**config.mk**
```make
export PLATFORM = sky130hd
export DESIGN_NAME = core_sequencer_flat
export DESIGN_NICKNAME = d
export VERILOG_FILES = /design/src/rtl/core_seq_pkg.sv /design/src/rtl/core_sequencer_if.sv /design/src/rtl/seq_fetch_timer.sv /design/src/rtl/core_sequencer.sv /design/src/flat_wrapper.sv
export SDC_FILE = /design/constraint.sdc
export NUM_CORES = 1
export LEC_CHECK = 0
export BUFFER_PORTS_ARGS = -buffer_cell sky130_fd_sc_hd__buf_2
export CAP_MARGIN = 15
export CORE_MARGIN = 1.5
export CORE_UTILIZATION = 42
export DETAILED_ROUTE_END_ITERATION = 7
export PLACE_DENSITY = 0.76
export SLEW_MARGIN = 20
export SYNTH_ARGS = -nofsm -noshare
export SYNTH_HDL_FRONTEND = slang
export SYNTH_SLANG_ARGS = --single-unit
export TNS_END_PERCENT = 1
```
**constraint.sdc**
```tcl
create_clock -name clock -period 2.1 [get_ports clock]
set_input_delay 0.105 -clock clock [delete_from_list [all_inputs] [get_ports clock]]
set_output_delay 0.105 -clock clock [all_outputs]
set_load 0.02 [all_outputs]
```
**src/rtl/core_seq_pkg.sv**
```systemverilog
// core_seq_pkg: state encoding and opcode constants shared by core_sequencer and its testbench
package core_seq_pkg;
  typedef enum logic [2:0] {IDLE, FETCH, DECODE, EXECUTE, WRITEBACK, HALTED, ERROR} seq_state_t;
  localparam logic [6:0] OPC_RTYPE = 7'b0110011;
  localparam logic [6:0] OPC_SYSTEM = 7'b1110011;
endpackage

```
**src/rtl/core_sequencer_if.sv**
```systemverilog
// core_sequencer_if: instruction-memory bus; master drives req/addr, slave returns ack/rdata
interface core_sequencer_if #(parameter int PC_WIDTH = 32);
  logic req;
  logic [PC_WIDTH-1:0] addr;
  logic ack;
  logic [31:0] rdata;
  modport master(output req, addr, input ack, rdata);
  modport slave(input req, addr, output ack, rdata);
endinterface

```
**src/rtl/seq_fetch_timer.sv**
```systemverilog
// seq_fetch_timer: counts enabled cycles; expired flags the cycle that would reach FETCH_TIMEOUT (0 = never)
// ports: clock, reset (async active-low), clear (zero the count), enable (count this cycle), expired
module seq_fetch_timer #(parameter int FETCH_TIMEOUT = 15) (
  input  logic clock,
  input  logic reset,
  input  logic clear,
  input  logic enable,
  output logic expired
);
  if (FETCH_TIMEOUT == 0) begin : g_off
    logic unused;
    assign unused = &{clock, reset, clear, enable};
    assign expired = 1'b0;
  end else begin : g_on
    localparam int W = $clog2(FETCH_TIMEOUT + 1);
    logic [W-1:0] count;
    always_ff @(posedge clock or negedge reset)
      if (!reset) count <= '0;
      else count <= clear ? '0 : enable ? count + W'(1) : count;
    assign expired = enable && count == W'(FETCH_TIMEOUT - 1);
  end
endmodule

```
**src/rtl/core_sequencer.sv**
```systemverilog
// core_sequencer: multi-cycle FETCH/DECODE/EXECUTE/WRITEBACK sequencer owning PC and IR
// ports: clock, reset (async active-low), run, halt_req, clear, imem (req/addr/ack/rdata),
//        ir, alu_en, ctrl_regwrite -> regwrite (writeback only), halted, fetch_err, illegal_instr
// SEQ_RETIRE_CNT_EN: adds retire_count, a free-running count of retired instructions
module core_sequencer import core_seq_pkg::*; #(
  parameter int PC_WIDTH = 32,
  parameter logic [PC_WIDTH-1:0] RESET_PC = '0,
  parameter int PC_STEP = 4,
  parameter int FETCH_TIMEOUT = 15
) (
  input  logic clock,
  input  logic reset,
  input  logic run,
  input  logic halt_req,
  input  logic clear,
  core_sequencer_if.master imem,
  output logic [31:0] ir,
  output logic alu_en,
  input  logic ctrl_regwrite,
  output logic regwrite,
  output logic halted,
  output logic fetch_err,
  output logic illegal_instr
`ifdef SEQ_RETIRE_CNT_EN
  , output logic [31:0] retire_count
`endif
);
  seq_state_t state, state_n;
  logic [PC_WIDTH-1:0] pc;
  logic expired;
  seq_fetch_timer #(.FETCH_TIMEOUT(FETCH_TIMEOUT)) u_timer (
    .clock(clock),
    .reset(reset),
    .clear(state != FETCH || imem.ack),
    .enable(state == FETCH && !imem.ack),
    .expired(expired)
  );
  always_comb begin
    state_n = state;
    case (state)
      IDLE: state_n = halt_req ? HALTED : run ? FETCH : IDLE;
      FETCH: state_n = imem.ack ? DECODE : expired ? ERROR : FETCH;
      DECODE: state_n = ir[6:0] == OPC_RTYPE ? EXECUTE : ir[6:0] == OPC_SYSTEM ? HALTED : ERROR;
      EXECUTE: state_n = WRITEBACK;
      WRITEBACK: state_n = halt_req ? HALTED : run ? FETCH : IDLE;
      HALTED, ERROR: state_n = clear ? IDLE : state;
      default: state_n = IDLE;
    endcase
  end
  always_ff @(posedge clock or negedge reset)
    if (!reset) begin
      state <= IDLE;
      pc <= RESET_PC;
      ir <= '0;
      fetch_err <= 1'b0;
      illegal_instr <= 1'b0;
    end else begin
      state <= state_n;
      if (state == FETCH && imem.ack) ir <= imem.rdata;
      if (state == WRITEBACK) pc <= pc + PC_WIDTH'(PC_STEP);
      if (state == FETCH && state_n == ERROR) fetch_err <= 1'b1;
      if (state == DECODE && state_n == ERROR) illegal_instr <= 1'b1;
      if ((state == HALTED || state == ERROR) && clear) begin
        fetch_err <= 1'b0;
        illegal_instr <= 1'b0;
      end
    end
`ifdef SEQ_RETIRE_CNT_EN
  always_ff @(posedge clock or negedge reset)
    if (!reset) retire_count <= '0;
    else if (state == WRITEBACK) retire_count <= retire_count + 32'd1;
`endif
  assign imem.req = state == FETCH;
  assign imem.addr = pc;
  assign alu_en = state == EXECUTE;
  assign regwrite = state == WRITEBACK && ctrl_regwrite;
  assign halted = state == HALTED;
endmodule
```
**src/flat_wrapper.sv**
```systemverilog
// flat-port wrapper written by rule: the top's interface ports become plain ports
module core_sequencer_flat import core_seq_pkg::*;
#(
  parameter int PC_WIDTH = 32,
  parameter logic [PC_WIDTH-1:0] RESET_PC = '0,
  parameter int PC_STEP = 4,
  parameter int FETCH_TIMEOUT = 15
)
  (clock, reset, run, halt_req, clear, ir, alu_en, ctrl_regwrite, regwrite, halted, fetch_err, illegal_instr, imem_req, imem_addr, imem_ack, imem_rdata);
  core_sequencer_if #(.PC_WIDTH(PC_WIDTH)) imem_i ();
  input  logic clock;
  input  logic reset;
  input  logic run;
  input  logic halt_req;
  input  logic clear;
  output logic [31:0] ir;
  output logic alu_en;
  input  logic ctrl_regwrite;
  output logic regwrite;
  output logic halted;
  output logic fetch_err;
  output logic illegal_instr;
  output wire logic [$bits(imem_i.req)-1:0] imem_req;
  output wire logic [$bits(imem_i.addr)-1:0] imem_addr;
  input wire logic [$bits(imem_i.ack)-1:0] imem_ack;
  input wire logic [$bits(imem_i.rdata)-1:0] imem_rdata;
  assign imem_req = imem_i.req;
  assign imem_addr = imem_i.addr;
  assign imem_i.ack = imem_ack;
  assign imem_i.rdata = imem_rdata;
  core_sequencer #(.PC_WIDTH(PC_WIDTH), .RESET_PC(RESET_PC), .PC_STEP(PC_STEP), .FETCH_TIMEOUT(FETCH_TIMEOUT)) u_core (.clock(clock), .reset(reset), .run(run), .halt_req(halt_req), .clear(clear), .imem(imem_i), .ir(ir), .alu_en(alu_en), .ctrl_regwrite(ctrl_regwrite), .regwrite(regwrite), .halted(halted), .fetch_err(fetch_err), .illegal_instr(illegal_instr));
endmodule
```
==> flow_summary.toml, run 1 <==
[worst_setup_path]
cp_slowest_stage_delay_ps = 500
start_kind = "register"
crit_cells = 5
cp.required_ps = 2320
critPathKind = "reg -> reg"
endpoint = "u_core.imem.addr[25]"
reg2reg_depth = 5
critPathLaunch = "u_core.state[0]"
path_delay_family = "simple AND/OR/NAND/NOR gates"
crit_fanout = 11
ff2ff_setup_slack_ps = 180
r2r-end = "u_core.imem.addr[25]"
cp-end-kind = "register"
path_cells = "nand4bb_2 > nor4_2 > buf_4 > nand4_1 > xnor2_1"
rr_startpoint = "u_core.state[0]"
critical-path-slowest-cell = "dfrtp_1"
cp_data_arrival_time_ps = 2140
worstPathBufferInverterCount = 1

[grt]
grt_pass1_vias = 2344
overflow = 0
track_usage_pct = 17.39
antenna_found_initial = 0
grt_pass1_wl_um = 10770
grt_max_degree = 72

[run]
cap_violations = 0

[sta]
final_hold_viol_count = 0
finalSetupViolCount = 0
clock_skew_ps = 5.395
hold_ws_ps = 17.17
slew_viol_final = 0
post-route-min-period_ps = 1923
finalSetupTns_ps = 0
period_share_pct = 91.59
fmax_ghz = 0.5199
slew_headroom_pct = 41.43
rsz0062_at_grt = "false"
tightest_slew_ps = 878.6

[drt]
antenna_left = 0
via_per_inst = 4.847
vias = 2409
drtIter0Drc = 56
wirelength_um = 6785
drc = 0
wl_per_cell_um = 13.65
first_pass_iters = 4

[placement]
routabilityCongestion = 0.7880
dpl-instance-area_mm2 = 0.003747
numPortBuffers = 106
dp_hpwl_um = 4478

[clocking]
cts-htree-levels = 3
clkLatencyLatePin_ps = 330
numCtsBuffers = 9
clk_pin_slew_ps = 70
cts-root-buf = "clkbuf_8"
cts_buffer_depth = 2
numClockSinks = 71
cts_tree = "done"

[pwr]
p_per_area_mw_per_mm2 = 1230
ir_drop_v = 0.0006655
power_uw = 5283
power.leakage_uw = 0.002080

[synthesis]
ys_warn_count = 0
ys_types = 37
ys_ff_latch = 71
avgSynthCellArea_um2 = 12.43
synth_compound_area_share_pct = 2.367
ys_seq_area_share_pct = 56.96
synthArstFlopShare_pct = 100.0
synth_fa_ha_area_share_pct = 1.203
synthXorXnorAreaFrac_pct = 8.985
synth.mux.area_fraction_pct = 11.91
ys.flop_type = "dfrtp_1"
synth_edf_count = 0
syn_area_mm2 = 0.003119
synth_simple_gate_area_share_pct = 15.24
synth_top_family_by_area = "simple AND/OR/NAND/NOR gates"
synthCells = 251

[run_status]
outcome = "complete, no violations"

[die]
core-area_mm2 = 0.007214
die_area_mm2 = 0.007953
row_count = 31
die_x_um = 89.18
start_util_pct = 43.24
die_y_um = 89.18
io_pins = 109

[layout]
layout.cells.most_common = "buf_2"
synthToLayoutAreaGrowth_pct = 37.71
nNetsFinal = 435
final_cell_area_mm2 = 0.004295
drive_gt1_share_pct = 41.46
n_antenna_cell = 0
post-route-util_pct = 59.54
mostFrequentLayoutCells = "105 x buf_2, 71 x dfrtp_1, 33 x mux2_2"

[worst_hold_path]
hold_class = "in -> reg"
[cell usage after synthesis, types with 2 or more instances]
cell type | count | area, um2
dfrtp_1 | 71 | 1777
mux2_2 | 33 | 371.6
xnor2_1 | 24 | 210.2
nand4_1 | 15 | 93.84
nand2_1 | 12 | 45.04
nor2_1 | 12 | 45.04
nand3_1 | 10 | 50.05
xor2_1 | 8 | 70.07
buf_4 | 6 | 45.04
and2_1 | 5 | 31.28
buf_2 | 5 | 25.02
nor3_1 | 5 | 25.02
and3_1 | 4 | 25.02
inv_1 | 4 | 15.01
a21oi_1 | 3 | 15.01
and4_1 | 3 | 26.28
buf_1 | 3 | 11.26
ha_1 | 3 | 37.54
nor3b_1 | 3 | 22.52
o21ai_0 | 3 | 15.01
a31oi_1 | 2 | 12.51
and3b_1 | 2 | 17.52
[worst reg2reg max path, cell delays in order (launching register included)]
cell,delay (ps)
dfrtp_1,500
nand4bb_2,410
nor4_2,370
buf_4,240
nand4_1,140
xnor2_1,170
[timing repair]
action | in CTS | in global routing
setup buffers | 0 | 0
endpoints found under the setup margin | 0 | 7
gates resized for setup | 0 | 1
hold buffers | 32 | 0
hold endpoints to repair | 102 | 0
[cells by family (layout without fill, tap and decap cells)]
logic type / count (synthesis) / after routing
DFF: 71 / 71
buffers and inverters: 19 / 165
other: 1 / 2
adders and majority gates: 3 / 3
and+or+nand+nor: 80 / 80
muxes: 33 / 33
xor gates and xnor gates: 32 / 32
AOI/OAI and AO/OA: 12 / 12
[layout make-up]
cell class | count | area, um2
fillers | 604 | 2919
clock inverters | 5 | 81.33
multi-input cells | 162 | 1251
repair buffers | 145 | 905.9
inverters | 4 | 15.01
well taps | 99 | 123.9
clock buffers | 11 | 141.4
flip-flops and latches | 71 | 1777
[worst min path at each step]
stage | from | end | cells past startpoint
after global placement | reset | u_core.ir[10] | 1
after floorplan | reset | u_core.fetch_err | 0
after detailed placement | reset | u_core.ir[8] | 1
after CTS | imem_rdata[31] | u_core.ir[31] | 2
after global routing | imem_rdata[31] | u_core.ir[31] | 2
final | imem_rdata[31] | u_core.ir[31] | 2
[flip-flops by register name (all words and copies together), names as in the netlist]
signal and count:
u_core.illegal_instr 1, u_core.imem.addr 30, u_core.fetch_err 1, u_core.ir 32
u_core.state 3, u_core.u_timer.g_on.count 4
[layer usage]
layer	GRT usage (%)	vias to the layer above	share of wire [%]
li1	-	1163	-
met1	22.54	1157	45
met2	28.02	74	48
met3	4.063	15	5.2
met4	7.413	0	1.8
met5	0	-	0
[metrics by stage]
step	std cells	setup WS (ps)
floorplan	252	122.2
global placement	449	245.4
detailed placement	449	110.5
CTS	497	92.02
global route	497	44.11
finish	497	176.7
[where the power goes]
part | internal [uW] | switching [uW]
clock | 702 | 500
sequential | 1780 | 335
combinational | 884 | 1080
(Power assumes the default switching activity.)
==> run 2: changes to the inputs <==
Settings changed: CORE_MARGIN 1.5 to 4.
Clock period 2.1 ns to 2.5 ns, I/O delays scaled along.
==> flow_summary.toml, run 2 (synthesized netlist as in run 1, its figures left out) <==
[layout]
top_register = "u_core.ir"
n_antenna_cell = 0
nNetsFinal = 404
final_cells = 465
drive_gt1_share_pct = 44.54
num-fill-cells = 654
largest_reg_flops = 32
synthToLayoutAreaGrowth_pct = 27.12
layout.cells.most_common = "buf_2"
mostFrequentLayoutCells = "106 x buf_2, 71 x dfrtp_1, 33 x mux2_2"
seq_area_mm2 = 0.001777
multi_input_area_mm2 = 0.001246

[clocking]
numCtsBuffers = 9
cts_resized = 0
numClockSinks = 71
cts_buffer_depth = 2
cts-htree-levels = 3
cts-root-buf = "clkbuf_8"
clkLatencyLatePin_ps = 330
cts_tree = "done"
clk_pin_slew_ps = 80

[sta]
clock_skew_ps = 10.31
final_hold_viol_count = 0
fmax_ghz = 0.5058
slew_viol_final = 0
period_share_pct = 79.08
slew_headroom_pct = 46.25
finalSetupTns_ps = 0
post-route-min-period_ps = 1977
tightest_slew_ps = 806.3
finalSetupViolCount = 0
hold_ws_ps = 23.16
rsz0062_at_grt = "false"
setup_ws_ps = 522.9

[pwr]
internal_power_uw = 2716
power.leakage_uw = 0.001942
switching_share_pct = 36.68
ir_drop_v = 0.0006159
p_comb_share_pct = 38.7
p_per_area_mw_per_mm2 = 1082
power_frac_seq_pct = 40.0
power_frac_clock_pct = 21.3
p_switching_uw = 1573

[die]
core-area_mm2 = 0.007253
io_pins = 109
start_util_pct = 43.01
die_area_mm2 = 0.008870
row_count = 31
die_y_um = 94.18
die_x_um = 94.18

[grt]
grt_pass1_wl_um = 10520
track_usage_pct = 14.93
grt_pass1_vias = 2309
overflow = 0
grt_max_degree = 37
antenna_found_initial = 0

[drt]
wl_per_cell_um = 13.87
drc = 0
via_per_inst = 4.963
drtIter0Drc = 103
first_pass_iters = 4
wirelength_um = 6449
antenna_left = 0
vias = 2308

[placement]
routabilityCongestion = 0.8066
post-place-ws_ps = 566.5
dp_hpwl_um = 4729
numPortBuffers = 106
dp_cells = 449

[worst_hold_path]
hold_class = "in -> reg"

[worst_setup_path]
cp_data_arrival_time_ps = 1850
start_kind = "register"
cp.required_ps = 2380
crit_fanout = 13
cp-end-kind = "output pin"
critPathKind = "reg -> out"

[run_status]
outcome = "complete, no violations"

[run]
cap_violations = 0
run 2: critical path: stages (launching register included):
cell     delay, ps
dfrtp_1        380
buf_4          180
nor3b_1        600
and2_1         210
buf_2          160
run 2: final timing paths:
path | from | end | slack (ps) | cells past startpoint
worst max register to register | u_core.state[1] | u_core.imem.addr[28] | 560 | 4
max in group asynchronous | reset | u_core.imem.addr[27] | 1410 | 3
worst max-delay path | u_core.state[0] | regwrite | 520 | 4
min in group asynchronous | reset | u_core.ir[9] | 420 | 2
worst min register to register | u_core.imem.addr[31] | u_core.imem.addr[31] | 470 | 1
worst min-delay path | imem_rdata[12] | u_core.ir[12] | 20 | 2
run 2: power groups by stage:
stage	clock [uW]	sequential (uW)	combinational [uW]
floorplan	0	2120	729
global placement	0	1720	1650
finish	916	1720	1660
global route	986	1770	1800
detailed placement	0	1740	1680
CTS	940	1720	1680
run 2: cell type report:
type / instances / share of cell area [%]
inverters: 4 / 0.3787
multi-input cells: 162 / 31.43
repair buffers: 114 / 15.27
clock buffers: 12 / 3.913
clock inverters: 3 / 1.073
flip-flops and latches: 71 / 44.81
well taps: 99 / 3.124
run 2: timing repair:
item | 4_1_cts | 5_1_grt
setup buffers | 0 | 0
hold endpoints to repair | 35 | 0
hold buffers | 1 | 0
run 2: routing by layer:
layer	global-route usage [%]	part of all wire, %
met5	0	0
met3	4.888	8.1
met4	5.295	1.2
met1	19.22	45
met2	23.52	46
run 2: stage by stage:
step | utilization (%) | instance area [um2] | power (uW)
after global routing | 54.67 | 3965 | 4561
after global placement | 51.80 | 3757 | 3373
final | 54.67 | 3965 | 4289
after floorplan | - | 3123 | 2848
after detailed placement | 51.80 | 3757 | 3421
after CTS | 54.67 | 3965 | 4346
==> run 3: changes to the inputs <==
Clock period 2.5 ns to 1.85 ns, I/O delays scaled along.
==> flow_summary.toml, run 3 (synthesized netlist as in run 1, its figures left out) <==
[run_status]
outcome = "complete, no violations"

[die]
core-area_mm2 = 0.007253
io_pins = 109
die_area_mm2 = 0.008870
row_count = 31
die_y_um = 94.18
start_util_pct = 43.01
die_x_um = 94.18

[worst_setup_path]
reg2reg_depth = 5
rr_startpoint = "u_core.state[2]"
cp_data_arrival_time_ps = 1950
r2r-end = "u_core.state[2]"
start_kind = "register"
worstPathBufferInverterCount = 1
ff2ff_setup_slack_ps = 170
crit_fanout = 8
endpoint = "u_core.state[2]"
critPathKind = "reg -> reg"
critical-path-slowest-cell = "or3b_2"
cp.required_ps = 2110
cp-end-kind = "register"
cp_slowest_stage_delay_ps = 460
crit_cells = 5
path_delay_family = "compound AO/OA/AOI/OAI gates"
path_cells = "buf_4 > or3b_2 > a41oi_1 > o41ai_1 > a21oi_1"
critPathLaunch = "u_core.state[2]"

[sta]
clock_skew_ps = 8.900
fmax_ghz = 0.5937
finalSetupViolCount = 0
final_hold_viol_count = 0
rsz0062_at_grt = "false"
slew_viol_final = 0
setup_ws_ps = 165.6
period_share_pct = 91.05
post-route-min-period_ps = 1684
finalSetupTns_ps = 0

[clocking]
clk_pin_slew_ps = 70
cts_post_setup_buffers_inserted = 0
clkLatencyLatePin_ps = 340
cts_tree = "done"
numClockSinks = 71
cts_buffer_depth = 2
cts-htree-levels = 3
cts-root-buf = "clkbuf_8"
numCtsBuffers = 9

[layout]
mostFrequentLayoutCells = "105 x buf_2, 71 x dfrtp_1, 34 x dlygate4sd3_1"
largest_reg_flops = 32
nNetsFinal = 442
n_antenna_cell = 0
synthToLayoutAreaGrowth_pct = 38.95
post-route-util_pct = 59.76
final_cell_area_mm2 = 0.004334
layout.cells.most_common = "buf_2"
top_register = "u_core.ir"
drive_gt1_share_pct = 42.47

[placement]
routabilityCongestion = 0.7904
numPortBuffers = 106
post-place-ws_ps = 161.6
dpl-instance-area_mm2 = 0.003815
dp_hpwl_um = 4879

[drt]
drc = 0
first_pass_iters = 7
vias = 2428
antenna_left = 0
drtIter0Drc = 34
wl_per_cell_um = 14.23
via_per_inst = 4.817
wirelength_um = 7171

[pwr]
power_uw = 5823
p_per_area_mw_per_mm2 = 1343
p_comb_share_pct = 40.8
switching_share_pct = 38.19
ir_drop_v = 0.0008308
power_frac_seq_pct = 40.3
internal_power_uw = 3599
power_frac_clock_pct = 18.9
p_switching_uw = 2223
power.leakage_uw = 0.002104

[grt]
grt_pass1_wl_um = 11690
track_usage_pct = 16.88
grt_max_degree = 38
overflow = 0
antenna_found_initial = 0
grt_pass1_vias = 2418

[worst_hold_path]
hold_class = "in -> reg"

[run]
cap_violations = 0
-- run 3: layout make-up --
| cell class | count | area (um2) |
|---|---|---|
| well taps | 99 | 123.9 |
| inverters | 4 | 15.01 |
| flip-flops and latches | 71 | 1777 |
| multi-input cells | 162 | 1256 |
| repair buffers | 152 | 988.4 |
| clock buffers | 10 | 137.6 |
| fillers | 614 | 2919 |
| clock inverters | 6 | 36.28 |
-- run 3: worst min-delay path by stage --
stage,from,end,cells past startpoint
after detailed placement,reset,u_core.ir[13],1
after global placement,reset,u_core.ir[7],1
final,imem_ack,u_core.state[1],3
after CTS,imem_ack,u_core.state[1],3
after global routing,imem_ack,u_core.state[1],3
after floorplan,reset,u_core.fetch_err,0
-- run 3: worst reg2reg max path, stage by stage, from the launching register on --
cell,delay [ps]
dfrtp_1,440
buf_4,190
or3b_2,460
a41oi_1,250
o41ai_1,120
a21oi_1,150
-- run 3: power groups by stage --
stage                     clock network, uW  registers, uW  logic [uW]
after floorplan                           0           2870         990
after detailed placement                  0           2370        2340
after CTS                              1140           2350        2390
after global routing                   1200           2410        2570
final                                  1100           2340        2380
after global placement                    0           2340        2290
-- run 3: metrics by stage --
step	std cells	hold WS [ps]
floorplan	252	-203.1
global placement	454	73.79
detailed placement	454	77.94
CTS	504	41.72
global route	504	93.60
finish	504	55.56
-- run 3: timing repair --
item                                    in CTS  in global routing
hold endpoints to repair                    68                  0
endpoints found under the setup margin       0                  1
hold buffers                                34                  0
resized for setup                            0                  1
-- run 3: per-layer routing --
metal | part of all wire (%) | global-route usage (%) | vias up | routed length, um
li1 | - | - | 1176 | -
met1 | 44 | 21.30 | 1163 | 3181
met2 | 48 | 27.13 | 81 | 3414
met3 | 6.8 | 5.128 | 8 | 490
met4 | 1.2 | 6.498 | 0 | 84
met5 | 0 | 0 | - | 0
